<file path="src/rtl/regfile_alu.sv">
// Register-file execution core: one instruction at a time over valid/ready,
// single-cycle LOAD/ADD/SUB/logic ops, sequenced shift-add MUL and bit-serial shifts.
module regfile_alu #(
    parameter int WIDTH = 8,
    parameter int NREGS = 4
) (
    input  logic                     clk,
    input  logic                     rst_n,
    input  logic                     in_valid,
    output logic                     in_ready,
    input  logic [3:0]               in_op,
    input  logic [$clog2(NREGS)-1:0] in_dst,
    input  logic [$clog2(NREGS)-1:0] in_src,
    input  logic [WIDTH-1:0]         in_imm,
    input  logic                     in_use_imm,
    output logic                     out_valid,
    output logic [WIDTH-1:0]         out_data,
    output logic                     zf,
    output logic                     sf,
    output logic                     cf,
    output logic                     err,
    input  logic [$clog2(NREGS)-1:0] rd_addr,
    output logic [WIDTH-1:0]         rd_data
);

    localparam int RW = $clog2(NREGS);
    localparam int CW = $clog2(WIDTH + 1);
    localparam logic [WIDTH-1:0] W_VAL = WIDTH'(WIDTH);

    localparam logic [3:0] OP_NOP  = 4'd0;
    localparam logic [3:0] OP_LOAD = 4'd1;
    localparam logic [3:0] OP_ADD  = 4'd2;
    localparam logic [3:0] OP_SUB  = 4'd3;
    localparam logic [3:0] OP_MUL  = 4'd4;
    localparam logic [3:0] OP_SHR  = 4'd5;
    localparam logic [3:0] OP_SHL  = 4'd6;
    localparam logic [3:0] OP_AND  = 4'd7;
    localparam logic [3:0] OP_OR   = 4'd8;
    localparam logic [3:0] OP_XOR  = 4'd9;

    typedef enum logic [2:0] {S_IDLE, S_EXEC, S_MUL, S_SHIFT, S_DONE} state_t;

    state_t           state_q;
    logic [WIDTH-1:0] regs [NREGS];
    logic [3:0]       op_q;
    logic [RW-1:0]    dst_q;
    logic [RW-1:0]    dst_nxt;
    logic [WIDTH-1:0] a_q;
    logic [WIDTH-1:0] b_q;
    logic [WIDTH-1:0] res_q;   // result, or low product half during MUL
    logic [WIDTH-1:0] hi_q;
    logic             cf_q;
    logic             sh_over_q;
    logic [CW-1:0]    cnt_q;
    logic [WIDTH:0]   add_sum;
    logic [WIDTH:0]   mul_sum;
    logic [CW-1:0]    sh_cnt_init;

    assign in_ready = (state_q == S_IDLE);
    assign rd_data  = regs[rd_addr];
    assign dst_nxt  = dst_q + RW'(1);

    // NOTE: every signal assigned in always_comb gets a value on every path, so no latches.
    always_comb begin
        add_sum     = {1'b0, a_q} + {1'b0, b_q};
        mul_sum     = {1'b0, hi_q} + (res_q[0] ? {1'b0, b_q} : '0);
        sh_cnt_init = CW'(WIDTH);
        if (b_q == '0)
            sh_cnt_init = CW'(1);
        else if (b_q < W_VAL)
            sh_cnt_init = b_q[CW-1:0];
    end

    // NOTE: sequential state uses non-blocking assignments only, so every read sees the pre-edge value.
    always_ff @(posedge clk or negedge rst_n) begin
        if (!rst_n) begin
            state_q   <= S_IDLE;
            op_q      <= OP_NOP;
            dst_q     <= '0;
            a_q       <= '0;
            b_q       <= '0;
            res_q     <= '0;
            hi_q      <= '0;
            cf_q      <= 1'b0;
            sh_over_q <= 1'b0;
            cnt_q     <= '0;
            out_valid <= 1'b0;
            out_data  <= '0;
            zf        <= 1'b0;
            sf        <= 1'b0;
            cf        <= 1'b0;
            err       <= 1'b0;
            // NOTE: the register bank is architecturally visible after reset, so it is cleared here.
            for (int i = 0; i < NREGS; i++) regs[i] <= '0;
        end else begin
            out_valid <= 1'b0;
            case (state_q)
                S_IDLE: begin
                    if (in_valid) begin
                        op_q      <= in_op;
                        dst_q     <= in_dst;
                        a_q       <= regs[in_dst];
                        b_q       <= in_use_imm ? in_imm : regs[in_src];
                        sh_over_q <= 1'b0;
                        state_q   <= S_EXEC;
                    end
                end
                S_EXEC: begin
                    state_q <= S_DONE;
                    cf_q    <= 1'b0;
                    case (op_q)
                        OP_LOAD: res_q <= b_q;
                        OP_ADD:  {cf_q, res_q} <= add_sum;
                        OP_SUB: begin
                            res_q <= a_q - b_q;
                            cf_q  <= (a_q < b_q);
                        end
                        OP_AND:  res_q <= a_q & b_q;
                        OP_OR:   res_q <= a_q | b_q;
                        OP_XOR:  res_q <= a_q ^ b_q;
                        OP_MUL: begin
                            res_q   <= a_q;
                            hi_q    <= '0;
                            cnt_q   <= CW'(WIDTH);
                            state_q <= S_MUL;
                        end
                        OP_SHR, OP_SHL: begin
                            res_q     <= a_q;
                            cnt_q     <= sh_cnt_init;
                            sh_over_q <= (b_q > W_VAL);
                            state_q   <= S_SHIFT;
                        end
                        default: ;
                    endcase
                end
                S_MUL: begin
                    // Multiplier bits leave res_q from the bottom as product bits enter from the top.
                    {hi_q, res_q} <= {mul_sum, res_q[WIDTH-1:1]};
                    cnt_q         <= cnt_q - CW'(1);
                    if (cnt_q == CW'(1)) state_q <= S_DONE;
                end
                S_SHIFT: begin
                    if (b_q != '0) begin
                        if (op_q == OP_SHL) {cf_q, res_q} <= {res_q, 1'b0};
                        else                {res_q, cf_q} <= {1'b0, res_q};
                    end
                    cnt_q <= cnt_q - CW'(1);
                    if (cnt_q == CW'(1)) state_q <= S_DONE;
                end
                S_DONE: begin
                    state_q   <= S_IDLE;
                    out_valid <= 1'b1;
                    if (op_q > OP_XOR) begin
                        err <= 1'b1;
                    end else if (op_q == OP_NOP) begin
                        err <= 1'b0;
                    end else if (op_q == OP_MUL) begin
                        regs[dst_q]   <= res_q;
                        regs[dst_nxt] <= hi_q;
                        out_data      <= res_q;
                        zf            <= (hi_q == '0) && (res_q == '0);
                        sf            <= hi_q[WIDTH-1];
                        cf            <= (hi_q != '0);
                        err           <= 1'b0;
                    end else begin
                        regs[dst_q] <= res_q;
                        out_data    <= res_q;
                        zf          <= (res_q == '0);
                        sf          <= res_q[WIDTH-1];
                        cf          <= cf_q & ~sh_over_q;
                        err         <= 1'b0;
                    end
                end
                default: state_q <= S_IDLE;
            endcase
        end
    end

endmodule

</file>
<file path="config.mk">
export PLATFORM = sky130hd
export DESIGN_NAME = regfile_alu
export DESIGN_NICKNAME = d
export VERILOG_FILES = /design/src/rtl/regfile_alu.sv
export SDC_FILE = /design/constraint.sdc
export NUM_CORES = 1
export LEC_CHECK = 0
export ABC_AREA = 1
export CORE_ASPECT_RATIO = 1.1
export CORE_MARGIN = 2
export CORE_UTILIZATION = 25
export CTS_CLUSTER_SIZE = 30
export DETAILED_ROUTE_END_ITERATION = 8
export PLACE_DENSITY_LB_ADDON = 0.05
export SYNTH_ARGS = -nofsm -noshare
export SYNTH_HDL_FRONTEND = slang
export SYNTH_SLANG_ARGS = --single-unit
export TNS_END_PERCENT = 20
</file>
<file path="constraint.sdc">
create_clock -name clk -period 1.95 [get_ports clk]
set_input_delay 0.39 -clock clk [delete_from_list [all_inputs] [get_ports clk]]
set_output_delay 0.39 -clock clk [all_outputs]
set_load 0.02 [all_outputs]
</file>
## Word-level counts from Yosys, hierarchy flattened

Cells that the tools add are included.

| word-level totals | value |
|---|---|
| flip-flop bits (word level) | 92 |
| bits of input ports | 22 |

| cells by class | value |
|---|---|
| add/subtract/negate cells | 5 |
| order comparisons | 11 |
| equal/unequal tests | 21 |
| muxes and demuxes | 44 |
| bitwise operators | 12 |
| reduce and logical (&&, ||, !) cells | 26 |

Operators with widths:

| kind | count |
|---|---|
| $mux W8 | 13 |
| $bwmux W32 | 2 |
| $pmux W8 S7 | 1 |
| $bmux W8 S2 | 3 |
| $demux W8 S2 | 2 |
| $mux W32 | 1 |
| $logic_not A8 Y1 | 3 |
| $pmux W8 S3 | 1 |
| $add A8 B8 Y9 | 2 |
| $eq A4 B3 Y1 const B | 4 |
| $pmux W4 S2 | 2 |
| $pmux W8 S2 | 1 |
| $reduce_bool A8 Y1 | 2 |
| $ge A3 B3 Y1 const B | 5 |
| $not A2 Y3 | 5 |
| $reduce_and A2 Y1 | 5 |
| $mux W1 | 9 |
| $pmux W3 S3 | 1 |
| $reduce_and A3 Y1 | 3 |
| $and A8 B8 Y8 | 1 |
| $eq A4 B1 Y1 const B | 2 |
| $eq A4 B2 Y1 const B | 2 |
| $eq A4 B4 Y1 const B | 2 |
| $gt A8 B4 Y1 const B | 1 |
| 29 further kinds | 46 |

## Logic depth before layout (Yosys ltp)

Gate-level depths: netlist of the first run.

| logic depth | value |
|---|---|
| depth after elaboration | 8 |
| gate-level depth with buffers | 14 |
| gate-level depth less buffers | 13 |

## Worst setup path after synthesis of the first run

Ideal clock, no wire load.

| path | value |
|---|---|
| path kind | reg2reg |
| from | register res_q[0] |
| to | register hi_q[5] |
| library setup time | 0.130 ns |
| data arrival time | 1.936 ns |
| setup slack | -0.117 ns |
| stages on the path, launching flop included | 15 |
| buffers on the path | 1 |
| cell sequence | dfrtp_1 clkbuf_1 nand2_1 inv_1 ha_1 inv_1 fa_1 inv_1 nand3_1 nand2_1 nand2_1 nand2_1 a21oi_1 xor2_1 o22ai_1 |

| between the ends | value |
|---|---|
| cells in the longest elaborated chain, start to end | 3 |

RTL lines:

| item | line | source |
|---|---|---|
| from (decl) | 50 | `logic [WIDTH-1:0] res_q;` |
| from (signal assigned) | 112 | `OP_LOAD: res_q <= b_q;` |
| from (signal assigned) | 113 | `OP_ADD: {cf_q, res_q} <= add_sum;` |
| from (signal assigned) | 115 | `res_q <= a_q - b_q;` |
| $mux W8 | 66 | `mul_sum = {1'b0, hi_q} + (res_q[0] ? {1'b0, b_q} : '0);` |
| $add A8 B8 Y9 | 66 |  |
| $pmux W8 S2 | 97 | `case (state_q)` |
| to (signal assigned) | 138 | `{hi_q, res_q} <= {mul_sum, res_q[WIDTH-1:1]};` |
| to (decl) | 51 | `logic [WIDTH-1:0] hi_q;` |

Every way passes these cells.
A chain may end at the register's enable or synchronous reset.

## Worst setup path in the final report of the first run

| path | value |
|---|---|
| from | register b_q[0] |
| to | register cf_q |

| between the ends | value |
|---|---|
| cells in the longest elaborated chain, start to end | 3 |
| elaborated cells on any way between the ends | 7 |

RTL lines:

| item | line | source |
|---|---|---|
| from (decl) | 49 | `logic [WIDTH-1:0] b_q;` |
| from (signal assigned) | 103 | `b_q <= in_use_imm ? in_imm : regs[in_src];` |
| $add A8 B8 Y9, or another cell as far along | 65 | `add_sum = {1'b0, a_q} + {1'b0, b_q};` |
| $pmux W1 S2 or $ne A2 B2 Y1 (tied branches) | - |  |
| $pmux W1 S2 or $reduce_and A2 Y1 (tied branches) | - |  |
| to (signal assigned) | 113 |  |
| to (signal assigned) | 116 | `cf_q <= (a_q < b_q);` |
| to (signal assigned) | 144 | `if (op_q == OP_SHL) {cf_q, res_q} <= {res_q, 1'b0};` |
| to (decl) | 52 | `logic cf_q;` |

Parallel ways exist; a longest one is shown, timed or not.

==> qor.csv, run 1 <==
stage,metric,value,unit
clock_network,Clock Sinks,92,
cells_and_area,fill cell count,2745,
outcome,status,"finished, final reports clean",
clock_network,H-tree Lvls,3,
cells_and_area,most frequent cells in the layout,"buf_4 (147), nand2_1 (131), inv_1 (109), o21ai_0 (101), a21oi_1 (94)",
clock_network,root buf cell,clkbuf_16,
critical_path,critical path data arrival time,2.23,ns
cells_and_area,"non-filler cells, final",1437,
critical_path,worst path required time,2.24,ns
critical_path,crit path cell chain,ha_2 -> inv_2 -> fa_2 -> o21ai_2 -> buf_4 -> and2_4 -> nand4_1 -> nand2_1 -> nand2_1 -> nand2_2 -> nand2_2 -> a21oi_2,
placed_design,number of cells after detailed placement,1414,
clock_network,clk slew on worst S/H paths,0.08,ns
yosys,"Top FF cell, synth",dfrtp_1,
cells_and_area,register area,2303,um^2
sta,min cycle time layout,1.934,ns
cells_and_area,"commonest non-fill, non-tap cell in the layout",buf_4,
grt,Total GRT Usage,20.27,%
power_and_ir_drop,leak pwr,4.230,nW
clock_network,latest clock arrival within the worst-skew pair,0.36,ns
critical_path,WS Path Type,reg -> reg,
grt,largest net degree at the start of global routing,48,
yosys,Gate Count Post-Synth,905,
sta,Fin Setup TNS,0,ns
sta,final hold viol count,0,
yosys,synth unique cells,40,
cells_and_area,ant diodes,0,
cells_and_area,Nets,1146,
route,Pre-Repair DR Iteration Count,5,
grt,vias in the first global route,6984,
clock_network,CTS Buf Count,9,
clock_network,"Hold-fix buffers, CTS",0,
placed_design,Buffers on Ports,43,
sta,Worst Clk Skew,0.01743,ns
sta,Final setup viols,0,
sta,fmax,517.1,MHz
grt,initial antenna violation count,0,
critical_path,CP Launch Type,register,
critical_path,"CP delay by family, top",adder cells,
die,die area,27320,um^2
critical_path,Crit path largest cell delay,0.39,ns
power_and_ir_drop,Worst VDD drop,0.0005568,V
sta,RSZ-0062 raised after global routing,yes,
critical_path,crit path max-delay cell type,fa_2,
route,Via density,4.822,
cells_and_area,area of the multi-input gates,3889,um^2
cells_and_area,Syn-to-layout area delta,38.67,%
cells_and_area,post-layout util,35.48,%
die,Die W,157.8,um
route,Routed Antenna Nets,0,
grt,first-pass GRT wire length,41.47,mm
sta,Worst-Margin Slew,0.5697,ns
critical_path,critical path endpoint category,register,
sta,Pins Over Slew Limit,0,
yosys,number of synthesized flops with an enable pin,0,
clock_network,CTS tree,built,
job,Max-Cap Viols,0,
sta,fin crit share,99.17,%
route,drt drc,0,
critical_path,Worst Path Max Fanout,3,
yosys,sequential fraction of the synthesis area,35.40,%
yosys,Synth async-reset ratio,100.0,%
die,I/O Pins,44,
yosys,yosys warns,0,
yosys,#FFs+latches synth,92,
grt,grt ovf,0,
cells_and_area,share of cells above drive strength 1,25.66,%
placed_design,DPL Wire Length,21.59,mm
yosys,"Cell Area, Synth",6504,um^2
yosys,mean area per synthesized cell,7.186,um^2
clock_network,Max clock buf depth,2,
route,Avg WL per Cell,18.89,um
route,Starting DRT DRC Count,455,
route,detailed-route via count,6929,
die,height of the die,173.2,um
yosys,Synth Net Count,965,
critical_path,sum of buffers and inverters on the critical path,2,
placed_design,GPL Wtd Cong,0.8404,
die,initial core utilization,25.59,%
route,WL final,27.15,mm
sta,slew margin rel.,61.77,%
hold_path,Min-Delay Path Class,in -> async,
power_and_ir_drop,P per Cell Area,1828,nW/um^2
die,Cell Rows,61,
die,Core Region,25420,um^2
power_and_ir_drop,Tot Pwr,16.49,mW
[metal layers]
layer / GRT usage (%) / share of wire [%] / wire length (um) / up-vias
met4: 8.561 / 4.0 / 1081 / 0
met5: 0 / 0 / 0 / -
met2: 34.17 / 49 / 13320 / 133
li1: - / - / - / 3458
met3: 2.807 / 2.6 / 709 / 46
met1: 25.72 / 44 / 12030 / 3292
[synth_stat cells, types with 3 or more instances]
| cell type | number | area [um^2] |
|---|---|---|
| buf_2 | 4 | 20.02 |
| o22ai_1 | 55 | 344.1 |
| nand3_1 | 32 | 160.2 |
| o21ai_2 | 3 | 26.28 |
| o21ai_0 | 110 | 550.5 |
| a221oi_1 | 4 | 35.03 |
| inv_1 | 120 | 450.4 |
| nand4_1 | 15 | 93.84 |
| inv_2 | 7 | 26.28 |
| a21oi_1 | 104 | 520.5 |
| clkbuf_1 | 21 | 78.83 |
| a211oi_1 | 4 | 30.03 |
| nand2_2 | 11 | 68.82 |
| nor3_1 | 11 | 55.05 |
| o211ai_1 | 8 | 60.06 |
| nor2_1 | 76 | 285.3 |
| fa_1 | 3 | 60.06 |
| a22oi_1 | 15 | 112.6 |
| dfrtp_1 | 92 | 2302 |
| ha_1 | 35 | 437.9 |
| nand2_1 | 144 | 540.5 |
| nor2_2 | 3 | 18.77 |
| xor2_1 | 5 | 43.79 |
[cell type report]
type,count,area share [%]
Inverter,128,5.411
Clock buffer,11,2.691
Multi-Input combinational cell,658,43.12
Tap cell,346,4.800
Sequential cell,92,25.54
Timing Repair Buffer,197,17.97
Clock inverter,5,0.4717
[path summary, 6_finish.rpt]
path,startpoint,endpoint,slack (ns),depth (start not counted)
hold reg to reg,zf,zf,0.49,2
hold / removal,rst_n,res_q[4],0.04,2
setup reg to reg,b_q[0],cf_q,0.02,12
max in group asynchronous,rst_n,hi_q[4],1.63,2
min in group clk,zf,zf,0.49,2
setup / recovery,b_q[0],cf_q,0.02,12
[cell families after synthesis]
family	Yosys count	share of synthesized area, %
AOI/OAI and AO/OA	314	27.20
xor gates and xnor gates	5	0.6733
adders and majority gates	38	7.657
buffers and inverters	155	9.119
DFF	92	35.40
and+or+nand+nor	301	19.95
[worst reg2reg max path, delay by kind of cell (launching register included)]
family                   cells  cell delay [ns]
buffers and inverters        2             0.18
adder cells (fa/ha/maj)      2             0.59
flip-flops                   1             0.38
AO/OA/AOI/OAI                2             0.23
AND/OR/NAND/NOR              6             0.51
[sequential cells by signal (all words and copies together), names as in the netlist, 3 cells and up]
| register | cells |
|---|---|
| op_q | 4 |
| b_q | 8 |
| cnt_q | 4 |
| out_data | 8 |
| res_q | 8 |
| a_q | 8 |
| regs | 32 |
| hi_q | 8 |
| state_q | 3 |
[power by group]
part           switching (mW)  internal (mW)  total [mW]  leakage, nW
clock                   0.865          0.919        1.78        0.142
sequential              0.902           2.83        3.73         1.13
combinational            6.39           4.58        11.0         2.96
total                    8.16           8.33        16.5         4.23
[stage by stage]
| step | instance area [um^2] | hold WS [ns] | setup WS [ns] |
|---|---|---|---|
| 3_3_place_gp | 8409 | 0.4408 | -0.6892 |
| 5_1_grt | 9019 | 0.06468 | -0.1018 |
| 6_report | 9019 | 0.04364 | 0.01622 |
| 4_1_cts | 8717 | 0.04639 | -0.04749 |
| 3_5_place_dp | 8409 | 0.4393 | -0.6806 |
| 2_1_floorplan | 6514 | 0.09441 | 0.01282 |
[repair_timing]
action / CTS / global route
setup endpoints to repair: 29 / 42
buffers inserted: 2 / 5
resized for setup: 50 / 73
pin swaps: 2 / 16
Note: power is estimated with default switching activity, not from simulation.
==> run 2: changes to the inputs <==
GPL_ROUTABILITY_DRIVEN = 0   (was not set)
==> results of run 2 <==
Final layout, timing and power as in run 1 (identical DEF).
==> RTL edit 1, RTL diff (settings of run 2) <==
Set the parameter `NREGS` to 2 (it was 4).
--- a/src/rtl/regfile_alu.sv
+++ b/src/rtl/regfile_alu.sv
@@ -4,3 +4,3 @@
     parameter int WIDTH = 8,
-    parameter int NREGS = 4
+    parameter int NREGS = 2
 ) (
Interface: changed (resized in_dst, in_src and rd_addr); port bits go from 44 to 41. No check against the original RTL was run, so the function may have changed too.
==> RTL edit 1 against run 2 <==
The run now ends with negative hold slack, negative setup slack left; setup slack lost 0.021 ns; final area shrank 18%; sequential cell count shrank 17; maximum frequency shrank 1.1%; synthesized area shrank 15%; wire length shrank 26%; power shrank 15%; die area shrank 15%; critical endpoint unchanged; largest cell class unchanged.
==> RTL edit 1: results (changes against run 2) <==
clock_tree:
  path_clk_slew_ns: 0.06  # -0.02 ns
  cts_buffers: 9  # unchanged
  postCtsSetupBuffers: 0  # -2
  post_cts_resized: 28  # -44%
worst_setup_path:
  worstReg2RegStart: "b_q[0]$_DFFE_PN0P_"
  cp_slowest_cell: "dfrtp_1"
yosys:
  synthCells: 759  # -16%
  synthAdderAreaFrac: 0.0900  # +0.0134
  synth-compound-area-share: 0.207  # -0.0647
  muxShareOfSynthArea: 0.0145  # +0.0145
  syn_area_um2: 5540  # -15%
  ys_types: 48  # +20%
  synth.area.top_cells: "dfrtp_1 34%, nand2_1 11%, o21ai_0 8.4%, ha_1 7.9%, inv_1 7.6%"
  yosysSeqAreaShare: 0.339  # -0.0149
  syn_nets: 816  # -15%
  synth_commonest_cells: "165 x nand2_1, 112 x inv_1, 93 x o21ai_0"
  synth_xor_area_frac: 0.00633  # -0.000404
finish:
  num-nonclk-inverters: 120  # -6.3%
  multi_input_cells: 542  # -18%
  signal_buffers: 139  # -29%
  buf_share: 0.159  # -0.0206
  ff_latch_area_um2: 1880  # -19%
  nets: 944  # -18%
  clk_share: 0.0426  # +0.0109
  n_fill_cell: 2370  # -14%
  multi_input_area_um2: 3230  # -17%
  nClkBuffers: 10  # -1
timing:
  hold_slack_ns: -0.0117  # -0.0553 ns
  setup_ws_ns: -0.00441  # -0.0206 ns
  finalClockSkew_ns: 0.00912  # -0.00830 ns
  setup_viol: 1  # +1
  tightest_slew_ns: 0.461  # -0.109 ns
  finalHoldViolations: 9  # +9
routing:
  drt_iter0_drc: 310  # -32%
  first_pass_iters: 5  # unchanged
  drt_wl_total_um: 20100  # -26%
  wl_per_cell_um: 17.0  # -10%
  vias_per_cell: 4.68  # -3.0%
power_and_ir_drop:
  powerDensity_nw_per_um2: 1890  # +3.5%
  p_leak_nw: 3.61  # -15%
grt:
  grt_pass1_wl_um: 31700  # -24%
  track_usage: 0.176  # -0.0266
  grt_max_degree: 27  # -44%
outcome:
  violations: "negative hold slack, negative setup slack"
  run_status: "finished, violations left"
placed_design:
  place_hpwl_um: 15900  # -26%
  pre_cts_ws_ns: -0.322  # +0.359 ns
  io_buffers: 40  # -7.0%
-- RTL edit 1: cell count changes after synthesis, moves of 9 or more --
cell / before / now
dfrtp_1: 92 / 75
o21ai_0: 110 / 93
nand2_1: 144 / 165
a21oi_1: 104 / 33
o22ai_1: 55 / 20
nand3_1: 32 / 44
nor3_1: 11 / 2
clkbuf_1: 21 / 12
nor2_1: 76 / 52
nand2_2: 11 / 2
-- RTL edit 1: power by group --
group / switching (mW) / total [mW] / internal (mW) / leakage (nW)
clock: 0.684 / 1.83 / 1.14 / 0.154
combinational: 5.56 / 9.35 / 3.79 / 2.52
sequential: 0.596 / 2.90 / 2.30 / 0.935
-- RTL edit 1: layer usage --
metal | share of wire | global-route usage | up-vias
met4 | 0.035 | 0.0722 | 0
met5 | 0 | 0 | -
met3 | 0.030 | 0.0280 | 27
met1 | 0.46 | 0.228 | 2651
met2 | 0.48 | 0.293 | 102
li1 | - | - | 2770
==> RTL edit 2, RTL diff (config.mk and constraints of run 2) <==
Without the edit above. The 5 states of `state_t` get a Gray code encoding in 3 bits.
--- a/src/rtl/regfile_alu.sv
+++ b/src/rtl/regfile_alu.sv
@@ -40,3 +40,3 @@
 
-    typedef enum logic [2:0] {S_IDLE, S_EXEC, S_MUL, S_SHIFT, S_DONE} state_t;
+    typedef enum logic [2:0] {S_IDLE = 3'b000, S_EXEC = 3'b001, S_MUL = 3'b011, S_SHIFT = 3'b010, S_DONE = 3'b110} state_t;
 
Behaviour: no difference found for any inputs over 4 cycles, from zero or initial values and one cycle with rst_n low; so few cycles prove little.
==> RTL edit 2 against run 2 <==
Setup slack better by 0.041 ns; critical path depth down 6; power down 5.2%; utilization down 1.7 points; sequential cell count unchanged; global-route usage down 0.64 points; critical endpoint is now rd_data[3]; synthesized area up 2.3%; wire length down 1.1%; highest routed layer unchanged; final area down 2.0%.
==> RTL edit 2: results (changes against run 2) <==
finish:
  n_fill_cell: 2891  # +5.3%
  drive_above_1_share: 0.213  # -0.0435
  nets: 1138  # -0.70%
worst_setup_path:
  slowest_delay_ns: 0.29  # -0.10 ns
  crit_start: "rd_addr[1]"
  critical_path_arrival_ns: 1.50  # -0.73 ns
  cp_max_fo: 8  # +5
  r2r_cells: 13  # +1
  crit_path_end: "rd_data[3]"
  r2r_setup_slack_ns: 0.06  # +0.04 ns
  regToRegEndpoint: "hi_q[5]$_DFFE_PN0P_"
yosys:
  synthCells: 922  # +1.9%
  synth.area.top_cells: "dfrtp_1 35%, nand2_1 8.9%, o21ai_0 8.6%, a21oi_1 7.8%, inv_1 6.7%"
  ys_types: 42  # +5.0%
  synthAdderAreaFrac: 0.0729  # -0.00362
  yosysSeqAreaShare: 0.346  # -0.00805
  syn_nets: 981  # +1.7%
  synth-compound-area-share: 0.267  # -0.00525
power_and_ir_drop:
  ir_drop_v: 0.000498  # -11%
  p_leak_nw: 4.24  # +0.29%
clock_tree:
  cts_hold_buf: 1  # +1
  post_cts_resized: 37  # -26%
  postCtsSetupBuffers: 0  # -2
min_path:
  hold_class: "register to register"
outcome:
  run_status: "completed"
placed_design:
  placed_cell_area_um2: 8390  # -0.21%
  place_hpwl_um: 21300  # -1.4%
grt:
  grt_max_degree: 33  # -31%
  track_usage: 0.196  # -0.00640
  grt_pass1_wl_um: 41500  # +0.15%
routing:
  drt_wl_total_um: 26800  # -1.1%
==> RTL edit 2: cell types whose count changed after synthesis, moves of 5 or more <==
| cell | before | now |
|---|---|---|
| buf_4 | 1 | 6 |
| nand2_2 | 11 | 6 |
| nand2_1 | 144 | 158 |
| buf_2 | 4 | 9 |
| nand2_4 | 0 | 8 |
| clkbuf_1 | 21 | 14 |
==> RTL edit 2: through the flow <==
stage / setup TNS [ns] / total power [mW] / setup WS [ns]
global route: -0.319 / 17.0 / -0.0750
global placement: -4.60 / 13.8 / -0.533
detailed placement: -4.46 / 13.6 / -0.516
CTS: -0.0658 / 15.6 / -0.0311
floorplan: 0 / 8.95 / 0.00164
finish: 0 / 15.6 / 0.0569
==> RTL edit 2: where the power goes <==
part	total (mW)	switching, mW	internal [mW]
logic	10.1	6.01	4.11
clock network	1.88	0.960	0.918
registers	3.64	0.893	2.75
total	15.6	7.86	7.77
==> RTL edit 2: layer usage <==
layer | vias up | routed length [um] | global-route usage
met2 | 114 | 12700 | 0.332
li1 | 3450 | - | -
met5 | - | 0 | 0
met3 | 31 | 578 | 0.0180
met4 | 0 | 837 | 0.0777
met1 | 3140 | 12700 | 0.259
==> RTL edit 2: worst max-delay path: cells and delay by family <==
kind	cells	cell delay (ns)
buffers and inverters	3	0.78
AO/OA/AOI/OAI	3	0.34
==> RTL edit 2: layout make-up <==
cell class                 count  share of cell area
sequential                    92               0.261
tap                          352              0.0498
timing repair inverter         1            0.000849
timing repair buffer         175               0.166
clock buffer                   9              0.0255
clock inverter                 7             0.00920
multi-input combinational    670               0.432
inverter                     130              0.0562
